`config.mk`:
```
export PLATFORM = sky130hd
export DESIGN_NAME = sector_timer
export DESIGN_NICKNAME = d
export VERILOG_FILES = /design/src/rtl/sector_timer.sv
export SDC_FILE = /design/constraint.sdc
export NUM_CORES = 1
export LEC_CHECK = 0
export CAP_MARGIN = 20
export CORE_MARGIN = 2
export CORE_UTILIZATION = 30
export CTS_BUF_LIST = sky130_fd_sc_hd__clkbuf_4
export CTS_CLUSTER_SIZE = 8
export DETAILED_ROUTE_END_ITERATION = 12
export GPL_TIMING_DRIVEN = 0
export MAX_ROUTING_LAYER = met4
export SETUP_SLACK_MARGIN = 0.3
export SYNTH_ARGS = -nofsm -noshare
export SYNTH_HDL_FRONTEND = slang
export SYNTH_SLANG_ARGS = --single-unit
export TNS_END_PERCENT = 5
```
`constraint.sdc`:
```
create_clock -name clk2_5 -period 4.5 [get_ports clk2_5]
set_input_delay 0.675 -clock clk2_5 [delete_from_list [all_inputs] [get_ports clk2_5]]
set_output_delay 0.675 -clock clk2_5 [all_outputs]
set_load 0.02 [all_outputs]
```
`src/rtl/sector_timer.sv`:
```
// Sector/index strobe generator for an emulated drive with spin-up sequencing and target match.
// Optional SECTOR_TIMER_SPEED_TRIM_EN adds a signed per-sector period trim input.
`timescale 1ns/1ps
module sector_timer #(
    parameter int SECTORS     = 16,
    parameter int SECTOR_W    = 5,
    parameter int SECTOR_CLKS = 3906,
    parameter int STROBE_CLKS = 120,
    parameter int CNT_W       = 12,
    parameter int SPINUP_REVS = 2
) (
    input  logic                clk2_5,
    input  logic                rst_n,
    input  logic                en,
`ifdef SECTOR_TIMER_SPEED_TRIM_EN
    input  logic signed [3:0]   speed_trim,
`endif
    input  logic [SECTOR_W-1:0] target_sector,
    output logic                ready,
    output logic                index_strobe,
    output logic                sector_strobe,
    output logic [SECTOR_W-1:0] sector,
    output logic                sector_match,
    output logic                at_target,
    output logic [CNT_W-1:0]    sector_phase
);

    localparam int REV_W = (SPINUP_REVS < 2) ? 1 : $clog2(SPINUP_REVS + 1);

    typedef enum logic [1:0] {IDLE, SPINUP, READY} state_t;

    state_t              state;
    logic [CNT_W-1:0]    cnt;
    logic [REV_W-1:0]    rev_cnt;
    logic [CNT_W-1:0]    p_last;
    logic                wrap;
    logic                sec_last;
    logic                rev_done;
    logic                spin_done;
    logic [SECTOR_W-1:0] sector_nxt;

`ifdef SECTOR_TIMER_SPEED_TRIM_EN
    logic [CNT_W-1:0] trim_last;

    assign trim_last = CNT_W'(SECTOR_CLKS - 1) + {{(CNT_W-4){speed_trim[3]}}, speed_trim};

    // Period is latched only at sector boundaries so it never changes mid-sector.
    always_ff @(posedge clk2_5 or negedge rst_n) begin
        if (!rst_n)
            p_last <= CNT_W'(SECTOR_CLKS - 1);
        else if (en && (state == IDLE || wrap))
            p_last <= trim_last;
    end
`else
    assign p_last = CNT_W'(SECTOR_CLKS - 1);
`endif

    always_comb begin
        wrap       = (cnt == p_last);
        sec_last   = (sector == SECTOR_W'(SECTORS - 1));
        rev_done   = wrap && sec_last;
        sector_nxt = sec_last ? '0 : sector + 1'b1;
        spin_done  = (state == SPINUP) && rev_done && (rev_cnt == REV_W'(SPINUP_REVS - 1));
    end

    always_ff @(posedge clk2_5 or negedge rst_n) begin
        if (!rst_n) begin
            state         <= IDLE;
            cnt           <= '0;
            sector        <= '0;
            rev_cnt       <= '0;
            ready         <= 1'b0;
            sector_strobe <= 1'b0;
            index_strobe  <= 1'b0;
            sector_match  <= 1'b0;
        end else begin
            sector_strobe <= (state == READY) && (cnt < CNT_W'(STROBE_CLKS));
            index_strobe  <= (state == READY) && (cnt < CNT_W'(STROBE_CLKS)) && (sector == '0);
            sector_match  <= 1'b0;
            if (!en) begin
                state   <= IDLE;
                cnt     <= '0;
                sector  <= '0;
                rev_cnt <= '0;
                ready   <= 1'b0;
            end else begin
                case (state)
                    IDLE: state <= SPINUP;
                    default: begin
                        if (wrap) begin
                            cnt    <= '0;
                            sector <= sector_nxt;
                            if (state == READY && sector_nxt == target_sector)
                                sector_match <= 1'b1;
                        end else begin
                            cnt <= cnt + 1'b1;
                        end
                        if (rev_done && rev_cnt != REV_W'(SPINUP_REVS))
                            rev_cnt <= rev_cnt + 1'b1;
                        // Entry edge wraps sector to 0, so a zero target matches here.
                        if (spin_done) begin
                            state        <= READY;
                            ready        <= 1'b1;
                            sector_match <= (target_sector == '0);
                        end
                    end
                endcase
            end
        end
    end

    assign at_target    = ready && (sector == target_sector);
    assign sector_phase = cnt;

endmodule
```
# ---- Word-level counts from Yosys, hierarchy flattened
# Index checks and enable logic that the tools add are counted.
dict set report totals {
  ff_bits 25
  input_bits 8
  out_inout_bits 22
  word_cells 60
}
dict set report classes {
  n_addsub 3
  magnitude_cmp 1
  eq_ne 13
  mux 21
  n_reduce_logical 14
}
# op count
set op_table {}
lappend op_table {{$mux 12} 3}
lappend op_table {{$mux 5} 4}
lappend op_table {{$add 12x1->12 const B} 1}
lappend op_table {{$eq 12x12->1 const B} 1}
lappend op_table {{$lt 12x7->1 const B} 1}
lappend op_table {{$mux 2} 6}
lappend op_table {{$eq 5x5->1} 2}
lappend op_table {{$logic_not 5->1} 2}
lappend op_table {{$logic_and 1x1->1} 8}
lappend op_table {{$mux 1} 8}
lappend op_table {{$ne 2x1->1 const B} 3}
lappend op_table {{$reduce_and 2->1} 3}
lappend op_table {{$add 5x1->5 const B} 1}
lappend op_table {{$eq 5x4->1 const B} 1}
lappend op_table {{$eq 2x1->1 const B} 2}
lappend op_table {{$ne 2x2->1 const B} 2}
lappend op_table {{$ne 3x1->1 const B} 1}
lappend op_table {{$add 2x1->2 const B} 1}
lappend op_table {{$eq 2x2->1 const B} 1}
lappend op_table {{$logic_not 2->1} 1}

# ---- Longest topological paths before layout
dict set report logic_depth {
  ltp_word 9
  depth_mapped 8
  ltp_nobuf 7
}

# ---- Least setup slack after synthesis
# Ideal clock, no wire load.
dict set report synth_path {
  path_kind {input to output}
  startpoint {in target_sector[1]}
  endpoint {out at_target}
  arrival_ns 1.773
  required_ns 3.825
  slack_ns 2.052
  path_stages 5
  n_path_buf 1
  cell_sequence {clkbuf_1 > xnor2_1 > nand2_1 > or4_1 > nor2_1}
}
dict set report synth_via {
  elab_chain_len 2
}
# element line
set synth_lines {}
lappend synth_lines {{from (decl)} 18} ;# input logic [SECTOR_W-1:0] target_sector,
lappend synth_lines {{$eq 5x5->1} 112} ;# assign at_target = ready && (sector == target_sector);
lappend synth_lines {{$logic_and 1x1->1} 112}
lappend synth_lines {{to (decl)} 24} ;# output logic at_target,
# Every way passes these cells.

# ---- Worst setup path in the final report
dict set report layout_path {
  startpoint {in target_sector[2]}
  endpoint {out at_target}
}
# Same word-level chain as after synthesis.

==> impl_metrics.toml <==
[die]
die_width_um = 74.5
chipHeight_um = 74.5
rows = 25
core_um2 = 4750
dieArea_um2 = 5540
initial_utilization_pct = 31.3
ios = 30

[logic_synthesis]
ys_ff_latch = 25
async_reset_ff_share_pct = 100
ys_seq_area_share_pct = 42.0
syn_area_um2 = 1490
synth_area_per_cell_um2 = 9.02
synth_top_flop_cell = "dfrtp_1"
synthCells = 165
syn_nets = 179
synth_cell_types = 41
ys_warn_count = 0
synth_edf_count = 0

[clock_network]
cts_tree = "done"
h-tree-depth = 1
clk_pin_slew_ns = 0.14
cts_resized = 0
root_buffer = "clkbuf_4"
numCtsBuffers = 3
clk_latency_ns = 0.32
cts_sinks = 25
postCtsSetupBuffers = 0
cts_buffer_depth = 2
hold_buffers = 0

[sta]
tns_ns = 0
max_freq_mhz = 308
finalCritPeriodShare_pct = 72.2
worst_pin_slew_ns = 0.701
finClkSkew_ns = 0.00120
fin_crit_ns = 3.25
setup_viol = 0
hold_violations = 0
rsz0062_at_grt = "false"
maxSlewViolCount = 0
worst_hold_slack_ns = 0.526
relSlewSlack_pct = 52.6

[run_status]
status = "finished, final reports clean"

[worst_setup_path]
worstSetupPathType = "in -> out"
cp_top_family = "buffers and inverters"
required_ns = 3.83
crit_path_max_fanout = 5
startpoint_type = "input pin"
cp_cell_sequence = "clkdlybuf4s50_1 -> nor2b_1 -> or4_1 -> nor2_1 -> clkdlybuf4s50_1"
max_stage_delay_ns = 0.61
cp_num_buf_inv = 2
crit_path_top_delay_cell = "clkdlybuf4s50_1"
crit_arrival_ns = 2.58
endpoint_kind = "output port"
cpMostUsedCell = "clkdlybuf4s50_1"

[worst_hold_path]
hp-class = "reg -> reg"

[cells_and_area]
diodes = 0
num-nets-final = 213
syn_to_final_growth_pct = 27.5
most-common-layout-cells = "28 x clkdlybuf4s50_1, 25 x dfrtp_1, 18 x nor2_1"
fillers = 507
final_common_cell = "clkdlybuf4s50_1"
final_area_um2 = 1900
drive_gt1_share_pct = 5.05

[grt]
grt_max_degree = 14
antenna_found_initial = 0
grt_pass1_wl_um = 5540
grt_usage_pct = 13.4
grt-ovfl-total = 0
grt_pass1_vias = 1140

[route]
vias = 1284
viasPerCell = 4.85
route.detailed.drc = 0
drt_wl_total_um = 3350
wl_per_cell_um = 12.7
detail_route.iter0.violations = 91
ant_nets = 0
dr.pass1.iters = 4

[run]
cap_violations = 0

[placed_design]
placed_cell_area_um2 = 1870
routabilityCongestion = 0.819
port_buffers = 28
dpl.hpwl_um = 2590

[pwr]
power_mw = 0.376
vdd.ir_drop.worst_mv = 0.0777
cellPowerDensity_nw_per_um2 = 198
p_leak_nw = 0.769
## cells by family (layout without fill, tap and decap cells)
logic type / after synthesis / in the layout / synth area share [%]
buffers and inverters: 14 / 47 / 3.61
AO/OA/AOI/OAI: 23 / 23 / 10.3
XOR/XNOR: 14 / 14 / 8.24
adder cells (fa/ha/maj): 6 / 6 / 5.04
AND/OR/NAND/NOR: 82 / 82 / 30.2
flip-flops: 25 / 25 / 42.0
multiplexers: 1 / 1 / 0.672
## sequential cells by signal, summed over array words and instances, names as in the netlist
name           flops
rev_cnt            2
sector_phase      12
sector_match       1
ready              1
sector_strobe      1
index_strobe       1
sector             5
state              2
## power breakdown
part / internal [mW] / leakage (nW) / switching, mW
logic: 0.0161 / 0.405 / 0.0202
registers: 0.227 / 0.346 / 0.00287
clock network: 0.0407 / 0.0184 / 0.0695
total: 0.284 / 0.769 / 0.0926
## path summary, 6_finish.rpt
check / start / end / slack, ns / cells after the start
max in group asynchronous: rst_n / sector_phase[11] / 3.26 / 2
worst max register to register: sector_phase[7] / rev_cnt[0] / 2.27 / 6
worst max-delay path: target_sector[2] / at_target / 1.25 / 5
min in group asynchronous: rst_n / sector_phase[5] / 0.73 / 1
worst min register to register: state[0] / state[0] / 0.53 / 1
worst min-delay path: state[0] / state[0] / 0.53 / 1
## area by class of cell
type                            count  area [um2]  share of cell area (%)
Multi-Input combinational cell    126         810                    42.6
Sequential cell                    25         626                    33.0
Timing Repair Buffer               29         295                    15.6
Tap cell                           67        83.8                    4.42
Clock buffer                        4        30.0                    1.58
Inverter                            8        30.0                    1.58
Buffer                              6        23.8                    1.25
## stage by stage
| stage | utilization (%) | setup WS [ns] | cells |
|---|---|---|---|
| 3_5_place_dp | 39.3 | 1.24 | 261 |
| 6_report | 39.9 | 1.25 | 265 |
| 2_1_floorplan | - | 2.05 | 165 |
| 4_1_cts | 39.9 | 1.24 | 265 |
| 5_1_grt | 39.9 | 1.13 | 265 |
| 3_3_place_gp | 39.0 | 1.24 | 260 |
## cell usage after synthesis (2+ instances only)
| master | number | area (um2) |
|---|---|---|
| nand4b_1 | 2 | 17.5 |
| nor2_1 | 18 | 67.6 |
| nor2b_1 | 5 | 31.3 |
| o21a_1 | 2 | 15.0 |
| nand2_1 | 17 | 63.8 |
| or3_1 | 2 | 12.5 |
| xnor2_1 | 8 | 70.1 |
| xor2_1 | 6 | 52.6 |
| nor4b_1 | 2 | 17.5 |
| or4_1 | 2 | 15.0 |
| o211a_1 | 2 | 20.0 |
| nor4_1 | 3 | 18.8 |
| clkbuf_1 | 5 | 18.8 |
| nand4_1 | 5 | 31.3 |
| and3_1 | 2 | 12.5 |
| o22ai_1 | 2 | 12.5 |
| nand2b_1 | 3 | 18.8 |
| ha_1 | 6 | 75.1 |
| nor3_1 | 5 | 25.0 |
| a21oi_1 | 6 | 30.0 |
| nand3_1 | 8 | 40.0 |
| o21ai_0 | 4 | 20.0 |
| dfrtp_1 | 25 | 626 |
| inv_1 | 8 | 30.0 |
## layer usage
layer | global-route usage (%) | up-vias | routed length [um]
li1 | - | 645 | -
met1 | 18.6 | 608 | 1550
met2 | 19.8 | 29 | 1630
met3 | 1.63 | 2 | 130
met4 | 5.36 | 0 | 35
met5 | - | - | 0
No activity file was read; power rests on OpenSTA's default activity.
